$ cat config.mk
export PLATFORM = sky130hd
export DESIGN_NAME = pipe_bus_rx
export DESIGN_NICKNAME = d
export VERILOG_FILES = /design/src/rtl/pipe_bus_rx.sv
export SDC_FILE = /design/constraint.sdc
export NUM_CORES = 1
export LEC_CHECK = 0
export CORE_MARGIN = 4
export CORE_UTILIZATION = 56
export DETAILED_ROUTE_END_ITERATION = 7
export PLACE_DENSITY = 0.8
export SYNTH_ARGS = -nofsm -noshare
export SYNTH_HDL_FRONTEND = slang
export SYNTH_SLANG_ARGS = --single-unit
export TNS_END_PERCENT = 10
$ cat constraint.sdc
create_clock -name sys_clk -period 4.55 [get_ports sys_clk]
set_input_delay 1.1375 -clock sys_clk [delete_from_list [all_inputs] [get_ports sys_clk]]
set_output_delay 1.1375 -clock sys_clk [all_outputs]
set_load 0.05 [all_outputs]
$ cat src/rtl/pipe_bus_rx.sv
// pipe_bus_rx: receive side of the 25-bit packed pipeline bus.
// Buffers packed words {tag, data[15:0], lo8[7:0]} in a DEPTH-entry FIFO and
// presents the head word unpacked on a valid/ready output.
// Each word is checked at push time against lo8 == data[7:0]. A mismatch is
// stored with the word and also raises a sticky error flag.
// Optional statistics counters are enabled by defining PIPE_BUS_RX_STATS_EN.
module pipe_bus_rx #(
  parameter  int DEPTH = 4,
  localparam int AW    = $clog2(DEPTH)
) (
  input  logic          sys_clk,
  input  logic          sys_rst,
  input  logic          in_valid,
  output logic          in_ready,
  input  logic [24:0]   in_bus,
  output logic          out_valid,
  input  logic          out_ready,
  output logic          out_tag,
  output logic [15:0]   out_data,
  output logic [7:0]    out_lo8,
  output logic          out_err,
  output logic          err_sticky,
  input  logic          err_clr,
  output logic [AW:0]   level
`ifdef PIPE_BUS_RX_STATS_EN
  ,
  output logic [15:0]   rx_count,
  output logic [15:0]   err_count
`endif
);

  localparam logic [AW:0]   LVL_FULL = (AW+1)'(DEPTH);
  localparam logic [AW:0]   LVL_ONE  = (AW+1)'(1);
  localparam logic [AW-1:0] PTR_ONE  = AW'(1);

  // Each entry holds {chk_err, packed word}
  logic [25:0]   mem [DEPTH];
  logic [AW-1:0] wr_ptr;
  logic [AW-1:0] rd_ptr;
  logic          push;
  logic          pop;
  logic          chk_err;
  logic [25:0]   head;

  // Ready depends only on occupancy, so a full FIFO refuses a push even
  // when a pop happens in the same cycle.
  assign in_ready  = (level != LVL_FULL);
  assign out_valid = (level != '0);
  assign push      = in_valid & in_ready;
  assign pop       = out_valid & out_ready;
  assign chk_err   = (in_bus[7:0] != in_bus[15:8]);

  // Head entry is read combinationally. When empty this shows stale storage.
  assign head     = mem[rd_ptr];
  assign out_err  = head[25];
  assign out_tag  = head[24];
  assign out_data = head[23:8];
  assign out_lo8  = head[7:0];

  // Storage write. Reset clears every entry so the outputs read zero.
  always_ff @(posedge sys_clk or posedge sys_rst) begin
    if (sys_rst) begin
      for (int i = 0; i < DEPTH; i++) begin
        mem[i] <= '0;
      end
    end else if (push) begin
      mem[wr_ptr] <= {chk_err, in_bus};
    end
  end

  // Pointers wrap naturally because DEPTH is a power of two.
  always_ff @(posedge sys_clk or posedge sys_rst) begin
    if (sys_rst) begin
      wr_ptr <= '0;
      rd_ptr <= '0;
    end else begin
      if (push) wr_ptr <= wr_ptr + PTR_ONE;
      if (pop)  rd_ptr <= rd_ptr + PTR_ONE;
    end
  end

  // Occupancy tracks push minus pop, and holds when both happen.
  always_ff @(posedge sys_clk or posedge sys_rst) begin
    if (sys_rst) begin
      level <= '0;
    end else begin
      case ({push, pop})
        2'b10:   level <= level + LVL_ONE;
        2'b01:   level <= level - LVL_ONE;
        default: level <= level;
      endcase
    end
  end

  // Sticky error. A new error outranks a clear in the same cycle.
  always_ff @(posedge sys_clk or posedge sys_rst) begin
    if (sys_rst) begin
      err_sticky <= 1'b0;
    end else begin
      err_sticky <= (err_sticky & ~err_clr) | (push & chk_err);
    end
  end

`ifdef PIPE_BUS_RX_STATS_EN
  // Accepted-word counter. It wraps and ignores err_clr.
  always_ff @(posedge sys_clk or posedge sys_rst) begin
    if (sys_rst) begin
      rx_count <= '0;
    end else if (push) begin
      rx_count <= rx_count + 16'd1;
    end
  end

  // Error counter. It saturates at all-ones, and err_clr zeroes it.
  // When a clear meets an erroring push, the push counts as the first error.
  always_ff @(posedge sys_clk or posedge sys_rst) begin
    if (sys_rst) begin
      err_count <= '0;
    end else if (push && chk_err) begin
      if (err_clr)
        err_count <= 16'd1;
      else if (err_count != 16'hFFFF)
        err_count <= err_count + 16'd1;
    end else if (err_clr) begin
      err_count <= '0;
    end
  end
`endif

endmodule

# After elaboration in Yosys (flattened, before gate mapping)
# Index checks and enable logic that the tools add are counted.
dict set report word_totals {
  ff_bits 112
  latch_bits 0
  mem_bits_rw 0
  mem_bits_ro 0
  n_memories 0
}
dict set report classes {
  n_addsub 4
  n_mul 0
  div_mod_pow 0
  order_cmp 3
  n_eq_ne 4
  n_shift 0
  n_mux 7
  n_bitwise 8
  reduce_logical 3
}
# cell n
set op_table {}
lappend op_table {{bitwise mux 104 bit} 1}
lappend op_table {{two-way mux 26 bit} 3}
lappend op_table {{binary-select mux 26 bit (select 2 bit)} 1}
lappend op_table {{demux 26 bit (select 2 bit)} 1}
lappend op_table {{inequality test 8 bit} 1}
lappend op_table {{greater-or-equal comparator 3 bit, second input constant} 2}
lappend op_table {{NOT 2 -> 3 bit} 2}
lappend op_table {{one-hot mux 3 bit (2 select lines)} 1}
lappend op_table {{adder 2 x 1 -> 2 bit, second input constant} 2}
lappend op_table {{AND 1 bit} 4}
lappend op_table {{adder 3 x 1 -> 3 bit, second input constant} 1}
lappend op_table {{< comparator 3 x 1 -> 1 bit, second input constant} 1}
lappend op_table {{inequality test 3 bit, second input constant} 1}
lappend op_table {{nonzero test 3 bit} 1}
lappend op_table {{subtractor 3 x 1 -> 3 bit, second input constant} 1}
lappend op_table {{== test 2 x 1 -> 1 bit, second input constant} 1}
lappend op_table {{== test 2 bit, second input constant} 1}
lappend op_table {{nonzero test 2 bit} 1}
lappend op_table {{logical AND 1 bit} 1}
lappend op_table {{NOT 1 bit} 1}
lappend op_table {{OR 1 bit} 1}

# Longest topological paths before layout
# Gate-level depths: netlist of the first run.
dict set report depth {
  word_depth 6
  mapped_depth 10
}

# Worst setup path before layout of the first run
# OpenSTA, ideal clock, no wires.
dict set report synth_timing {
  kind {register to output}
  from {register rd_ptr[0]}
  to {output port out_data[10]}
  t_arrival_ps 1481
  required_time_ps 3413
  setup_slack_ps 1931
  stages_incl_launch_ff 4
  cell_sequence {dfrtp_1 -> buf_4 -> buf_2 -> mux4_2}
}
dict set report synth_via {
  elab_chain_len 4
}
# item line_no
set synth_lines {}
lappend synth_lines {{from (decl)} 39} ;# logic [AW-1:0] rd_ptr;
lappend synth_lines {{from (signal assigned)} 78} ;# if (pop) rd_ptr <= rd_ptr + PTR_ONE;
lappend synth_lines {{NOT 2 -> 3 bit (implied by the code)} 54} ;# assign head = mem[rd_ptr];
lappend synth_lines {{binary-select mux 26 bit (select 2 bit)} 54}
lappend synth_lines {{two-way mux 26 bit (implied by the code) (2 in a row)} 54}
lappend synth_lines {{to (decl)} 19} ;# output logic [15:0] out_data,
# No other way between the ends. The select of a mux whose other input is x is not followed.

# Final worst setup path of the first run
dict set report layout_timing {
  from {register rd_ptr[0]}
  to {output port out_data[2]}
}
# Same word-level chain as after synthesis.

==> results of run 1 <==
==> worst max-delay path by stage <==
stage / from / to / depth (start not counted)
finish: rd_ptr[0] / out_data[2] / 3
global route: rd_ptr[0] / out_data[2] / 3
CTS: rd_ptr[0] / out_data[2] / 3
detailed placement: rd_ptr[0] / out_data[2] / 3
global placement: rd_ptr[0] / out_data[2] / 3
floorplan: sys_rst / err_sticky / 1
==> per-stage QoR <==
stage                     utilization [%]  cells  cell area [sq um]
after global routing                 66.9    499               6270
after global placement               65.0    483               6090
after CTS                            66.9    499               6270
final                                66.9    499               6270
after detailed placement             65.0    483               6090
after floorplan                         -    303               5480
==> synthesized netlist by cell type (2+ instances only) <==
library cell,n
nor4_1,2
buf_4,2
buf_12,9
buf_2,3
nand2_8,4
xnor2_1,3
inv_1,8
ha_1,5
mux2_4,80
nand2_1,4
mux4_2,26
xor2_1,11
mux2_2,24
dfrtp_1,112
==> registers in the layout, indices dropped and copies added (netlist names) <==
register	count
wr_ptr	2
rd_ptr	2
level	3
err_sticky	1
mem	104
==> cell families (layout without fill, tap and decap cells) <==
kind of cell | Yosys count | count (layout) | share of synthesized area [%]
flops | 112 | 112 | 51.2
buf+inv | 23 | 90 | 4.46
fa+ha+maj | 6 | 6 | 1.51
mux | 131 | 131 | 37.8
compound gates | 3 | 3 | 0.457
xor+xnor | 14 | 14 | 2.24
simple gates | 14 | 14 | 2.40
==> layer usage <==
metal	vias up	routed length, um	global-route usage (%)
met3	11	382	4.21
met1	1468	4720	26.1
met2	51	4820	30.6
met4	0	122	5.48
met5	-	0	0
li1	1228	-	-
==> final cells by class <==
cell class / count / area share (%)
clock inverter: 4 / 0.459
sequential: 112 / 44.7
timing repair buffer: 66 / 10.5
inverter: 8 / 0.519
clock buffer: 12 / 2.47
multi-input combinational: 168 / 38.7
tap: 129 / 2.57
==> key figures, run 1 <==
Global route
  – First-pass GRT wire length: 16.5 mm
  – Initial antenna violation count: 0
  – Overall Global Routing Usage: 18.9%
  – Grt ovf: 0
  – Vias in the first global route: 3,065
  – Largest net degree at the start of global routing: 60

Critical path
  – Crit path buf inv count: 2
  – R2r endpoint: level[2]
  – Worst setup SP type: flop
  – Worst EP arrival: 2.57 ns
  – CP Capture Type: output pin
  – Worst path cell trace: buf_12, mux4_2, clkdlybuf4s50_1
  – Max incr delay on CP: 0.72 ns
  – R2R Setup Slk: 2.42 ns
  – Reg2reg start: level[0]
  – Crit Path Category: reg2out
  – CP required: 3.41 ns
  – Cell family with most CP delay: buffers and inverters
  – CP Max Fanout: 16
  – Critical-path top delay cell: clkdlybuf4s50_1
  – Reg2reg path depth: 10

Floorplan
  – Die width: 107 um
  – Placeable core area: 0.00937 sq mm
  – Die Area: 0.0114 sq mm
  – Row Count: 35
  – Num ports: 62
  – Initial Util: 58.4%
  – Die height: 107 um

Clocking
  – Number of setup buffers added after CTS: 0
  – TritonCTS Buffers: 9
  – CTS Hold Bufs: 0
  – H-tree depth: 3
  – CTS tree: built
  – CTS clk-pin slew, worst paths: 0.11 ns
  – CTS sink cnt: 112
  – Maximum buffer depth of the clock tree: 2
  – Post-CTS sizing: 0
  – Worst-skew pair later-pin latency: 0.37 ns
  – Root Buffer: clkbuf_8

Route
  – Vias: 2,758
  – Pre-Repair DR Iteration Count: 4
  – Vias/cell: 5.53
  – Drt total wl: 10.1 mm
  – Post-DR wirelength/cell: 20.1 um
  – Drt first-iter violations: 108
  – # DRC: 0
  – Remaining antenna violation count: 0

Final layout
  – Most common cell after layout, fill and taps aside: dfrtp_1
  – Area grow syn2layout: 14.5%
  – Register area: 0.00280 sq mm
  – Footprint of the multi-input gates: 0.00243 sq mm
  – Most frequent cells in the layout: dfrtp_1, mux2_4, clkdlybuf4s50_1, mux4_2, mux2_2
  – Fin nets: 401
  – Layout filler cell count: 700
  – Share of cells above drive strength 1: 43.0%
  – Antenna cells: 0

Placement
  – Placer congestion estimate: 0.723
  – Port Buffers: 61
  – Final HPWL DP: 6.42 mm
  – Placement Setup Slack: 1.22 ns

Logic synthesis
  – Synth unique cells: 24
  – Top post-synthesis cells by area: dfrtp_1, mux2_4, mux4_2
  – Mapped Cells: 303
  – Area leader, netlist: dfrtp_1
  – EDFF count, synth: 0
  – Synth Flop Type: dfrtp_1
  – Synthesized area per cell: 18.1 sq um
  – Ys Warns: 0
  – Post-synth top area share: 51.2%
  – Synth async-reset ratio: 100%
  – Syn Nets: 339
  – Seq/Total Area, Yosys: 51.2%
  – Yosys reg bits: 112
  – Synth Cell Area: 0.00548 sq mm

STA
  – Tcrit/Tclk final: 81.4%
  – Max-slew violation count: 0
  – Fmax: 0.270 GHz
  – Post-layout min period: 3.71 ns
  – Final hold vios: 0
  – Slew HR: 51.5%
  – Clk_skew: 0.0152 ns
  – Worst setup margin: 0.844 ns
  – Final hold slack: 0.510 ns
  – Worst Tran Pin Value: 0.728 ns
  – RSZ-0062 raised after global routing: no
  – Endpoints failing setup: 0
  – Setup TNS: 0 ns

Run status
  – Outcome: completed

Hold path
  – Worst Hold Path EP: mem[23]
  – Hold path start: mem[23]
  – Min-delay worst type: reg2reg
  – Hold Crit Depth: 1

Flow run
  – Max_cap viols: 0
Power of run 1 is left out: the tool's default activity adds up to more than one toggle a clock period on the data nets, which glitch-free logic cannot reach.
==> run 2: changes to the inputs <==
==> constraint.sdc (replaced) <==
create_clock -name sys_clk -period 3.75 [get_ports sys_clk]
set_input_delay 0.9375 -clock sys_clk [delete_from_list [all_inputs] [get_ports sys_clk]]
set_output_delay 0.9375 -clock sys_clk [all_outputs]
set_load 0.05 [all_outputs]
==> key figures, run 2 (same netlist as run 1, synthesis figures left out) <==
Final layout
  – Most frequent cells in the layout: dfrtp_1, mux2_4, clkdlybuf4s50_1, mux4_2, mux2_2 (unchanged)
  – Most common cell after layout, fill and taps aside: dfrtp_1 (unchanged)
  – Footprint of the multi-input gates: 0.00243 sq mm (unchanged)
  – Antenna cells: 0 (unchanged)
  – Area grow syn2layout: 14.3% (was 14.5%)
  – Design area: 0.00626 sq mm (was 0.00627 sq mm)
  – Fin util: 66.8% (was 66.9%)
  – Register area: 0.00280 sq mm (unchanged)
  – Largest regs: mem (104), level (3) (unchanged)
  – Number of flip-flops under the largest register name: 104 (unchanged)
  – Layout filler cell count: 678 (was 700)
  – Top reg by flops: mem (unchanged)
  – Fin nets: 403 (was 401)
  – Share of cells above drive strength 1: 42.9% (was 43.0%)

Critical path
  – Crit Path Category: reg2out (unchanged)
  – Worst setup SP type: flop (unchanged)
  – Reg2reg start: level[0] (unchanged)
  – CP Capture Type: output pin (unchanged)
  – Worst EP arrival: 2.61 ns (was 2.57 ns)
  – CP required: 2.81 ns (was 3.41 ns)
  – Critical path startpoint: rd_ptr[0] (unchanged)
  – CP Max Fanout: 16 (unchanged)

Placement
  – Final HPWL DP: 6.43 mm (was 6.42 mm)
  – Placer congestion estimate: 0.689 (was 0.723)
  – Dpl cell area: 0.00610 sq mm (was 0.00609 sq mm)
  – Port Buffers: 61 (unchanged)

Clocking
  – CTS sink cnt: 112 (unchanged)
  – Worst-skew pair later-pin latency: 0.38 ns (was 0.37 ns)
  – CTS tree: built (unchanged)
  – Maximum buffer depth of the clock tree: 2 (unchanged)
  – Post-CTS sizing: 0 (unchanged)
  – CTS Hold Bufs: 0 (unchanged)
  – Number of setup buffers added after CTS: 0 (unchanged)
  – CTS clk-pin slew, worst paths: 0.09 ns (was 0.11 ns)
  – Root Buffer: clkbuf_8 (unchanged)
  – TritonCTS Buffers: 9 (unchanged)
  – H-tree depth: 3 (unchanged)

STA
  – Tcrit/Tclk final: 94.7%
  – Setup TNS: 0 ns (unchanged)
  – Post-layout min period: 3.55 ns
  – Slew HR: 61.8% (was 51.5%)
  – Max-slew violation count: 0 (unchanged)
  – Endpoints failing setup: 0 (unchanged)
  – Worst Tran Pin Value: 0.573 ns (was 0.728 ns)
  – Fmax: 0.282 GHz
  – RSZ-0062 raised after global routing: no (unchanged)
  – Final hold vios: 0 (unchanged)
  – Clk_skew: 0.0119 ns (was 0.0152 ns)

Global route
  – Met2 usage: 30.3% (was 30.6%)
  – First-pass GRT wire length: 16.6 mm (was 16.5 mm)
  – Busiest layer in global routing: met2 (unchanged)
  – Vias in the first global route: 3,105 (was 3,065)
  – Overall Global Routing Usage: 19.1% (was 18.9%)
  – M1 GR Usage: 26.3% (was 26.1%)
  – Initial antenna violation count: 0 (unchanged)
  – Grt ovf: 0 (unchanged)
  – Met3 GRT Util: 5.66% (was 4.21%)
  – Largest net degree at the start of global routing: 113 (was 60)

Route
  – Post-DR wirelength/cell: 19.8 um (was 20.1 um)
  – # DRC: 0 (unchanged)
  – Drt total wl: 9.89 mm (was 10.1 mm)
  – Drt first-iter violations: 87 (was 108)
  – Remaining antenna violation count: 0 (unchanged)
  – Vias/cell: 5.45 (was 5.53)
  – Vias: 2,725 (was 2,758)
  – Pre-Repair DR Iteration Count: 4 (unchanged)

Flow run
  – Max_cap viols: 0 (unchanged)

Floorplan
  – Placeable core area: 0.00937 sq mm (unchanged)
  – Initial Util: 58.4% (unchanged)
  – Row Count: 35 (unchanged)
  – Die height: 107 um (unchanged)
  – Die Area: 0.0114 sq mm (unchanged)
  – Num ports: 62 (unchanged)
  – Die width: 107 um (unchanged)

Run status
  – Outcome: completed (unchanged)

Hold path
  – Hold path start: mem[48] (was mem[23])
  – Min-delay worst type: reg2reg (unchanged)
## run 2: changes by cell type in the layout (fill, tap and decap cells not counted), sizes merged
cell | previous run | this run
buf | 5 | 8
clkdlybuf4s50 | 61 | 60
clkinv | 2 | 1
clkinvlp | 2 | 3
inv | 8 | 7
## run 2: critical path, stage by stage (launching register included)
cell             delay, ns
dfrtp_2               0.73
buf_4                 0.28
mux4_2                0.52
clkdlybuf4s50_1       0.71
## run 2: per-stage QoR
step | hold slack, ns | cells | worst slack [ns]
2_1_floorplan | 0.474 | 303 | 1.32
3_3_place_gp | 0.482 | 485 | 0.577
3_5_place_dp | 0.490 | 485 | 0.553
4_1_cts | 0.512 | 500 | 0.132
5_1_grt | 0.525 | 500 | 0.0608
6_report | 0.507 | 500 | 0.200
## run 2: per-layer routing
metal	wire length, um	vias to the layer above
li1	-	1231
met1	4580	1439
met2	4800	45
met3	425	10
met4	94	0
met5	0	-
## run 2: final timing paths
check	end	slack, ns	depth (start not counted)
setup / recovery	out_lo8[0]	0.20	3
hold / removal	mem[48]	0.51	1
setup reg to reg	level[2]	1.65	8
hold reg to reg	mem[48]	0.51	1
max in group asynchronous	rd_ptr[0]	2.24	3
min in group asynchronous	mem[26]	1.09	3
## run 2: final cells by class
class | instances | area share [%]
clock buffer | 12 | 2.16
clock inverter | 3 | 0.320
inverter | 8 | 0.540
multi-input combinational | 168 | 38.8
sequential | 112 | 44.8
tap | 129 | 2.58
timing repair buffer | 68 | 10.8
Power of run 2 is left out for the same reason.
==> run 3: changes to the inputs <==
--- a/config.mk
+++ b/config.mk
@@ -7,6 +7,7 @@
 export LEC_CHECK = 0
 export CORE_MARGIN = 4
 export CORE_UTILIZATION = 56
+export CTS_CLUSTER_SIZE = 8
 export DETAILED_ROUTE_END_ITERATION = 7
 export PLACE_DENSITY = 0.8
 export SYNTH_ARGS = -nofsm -noshare
==> results of run 3 <==
Final layout, timing and power as in run 2 (identical DEF).
Power of run 3 is left out for the same reason.
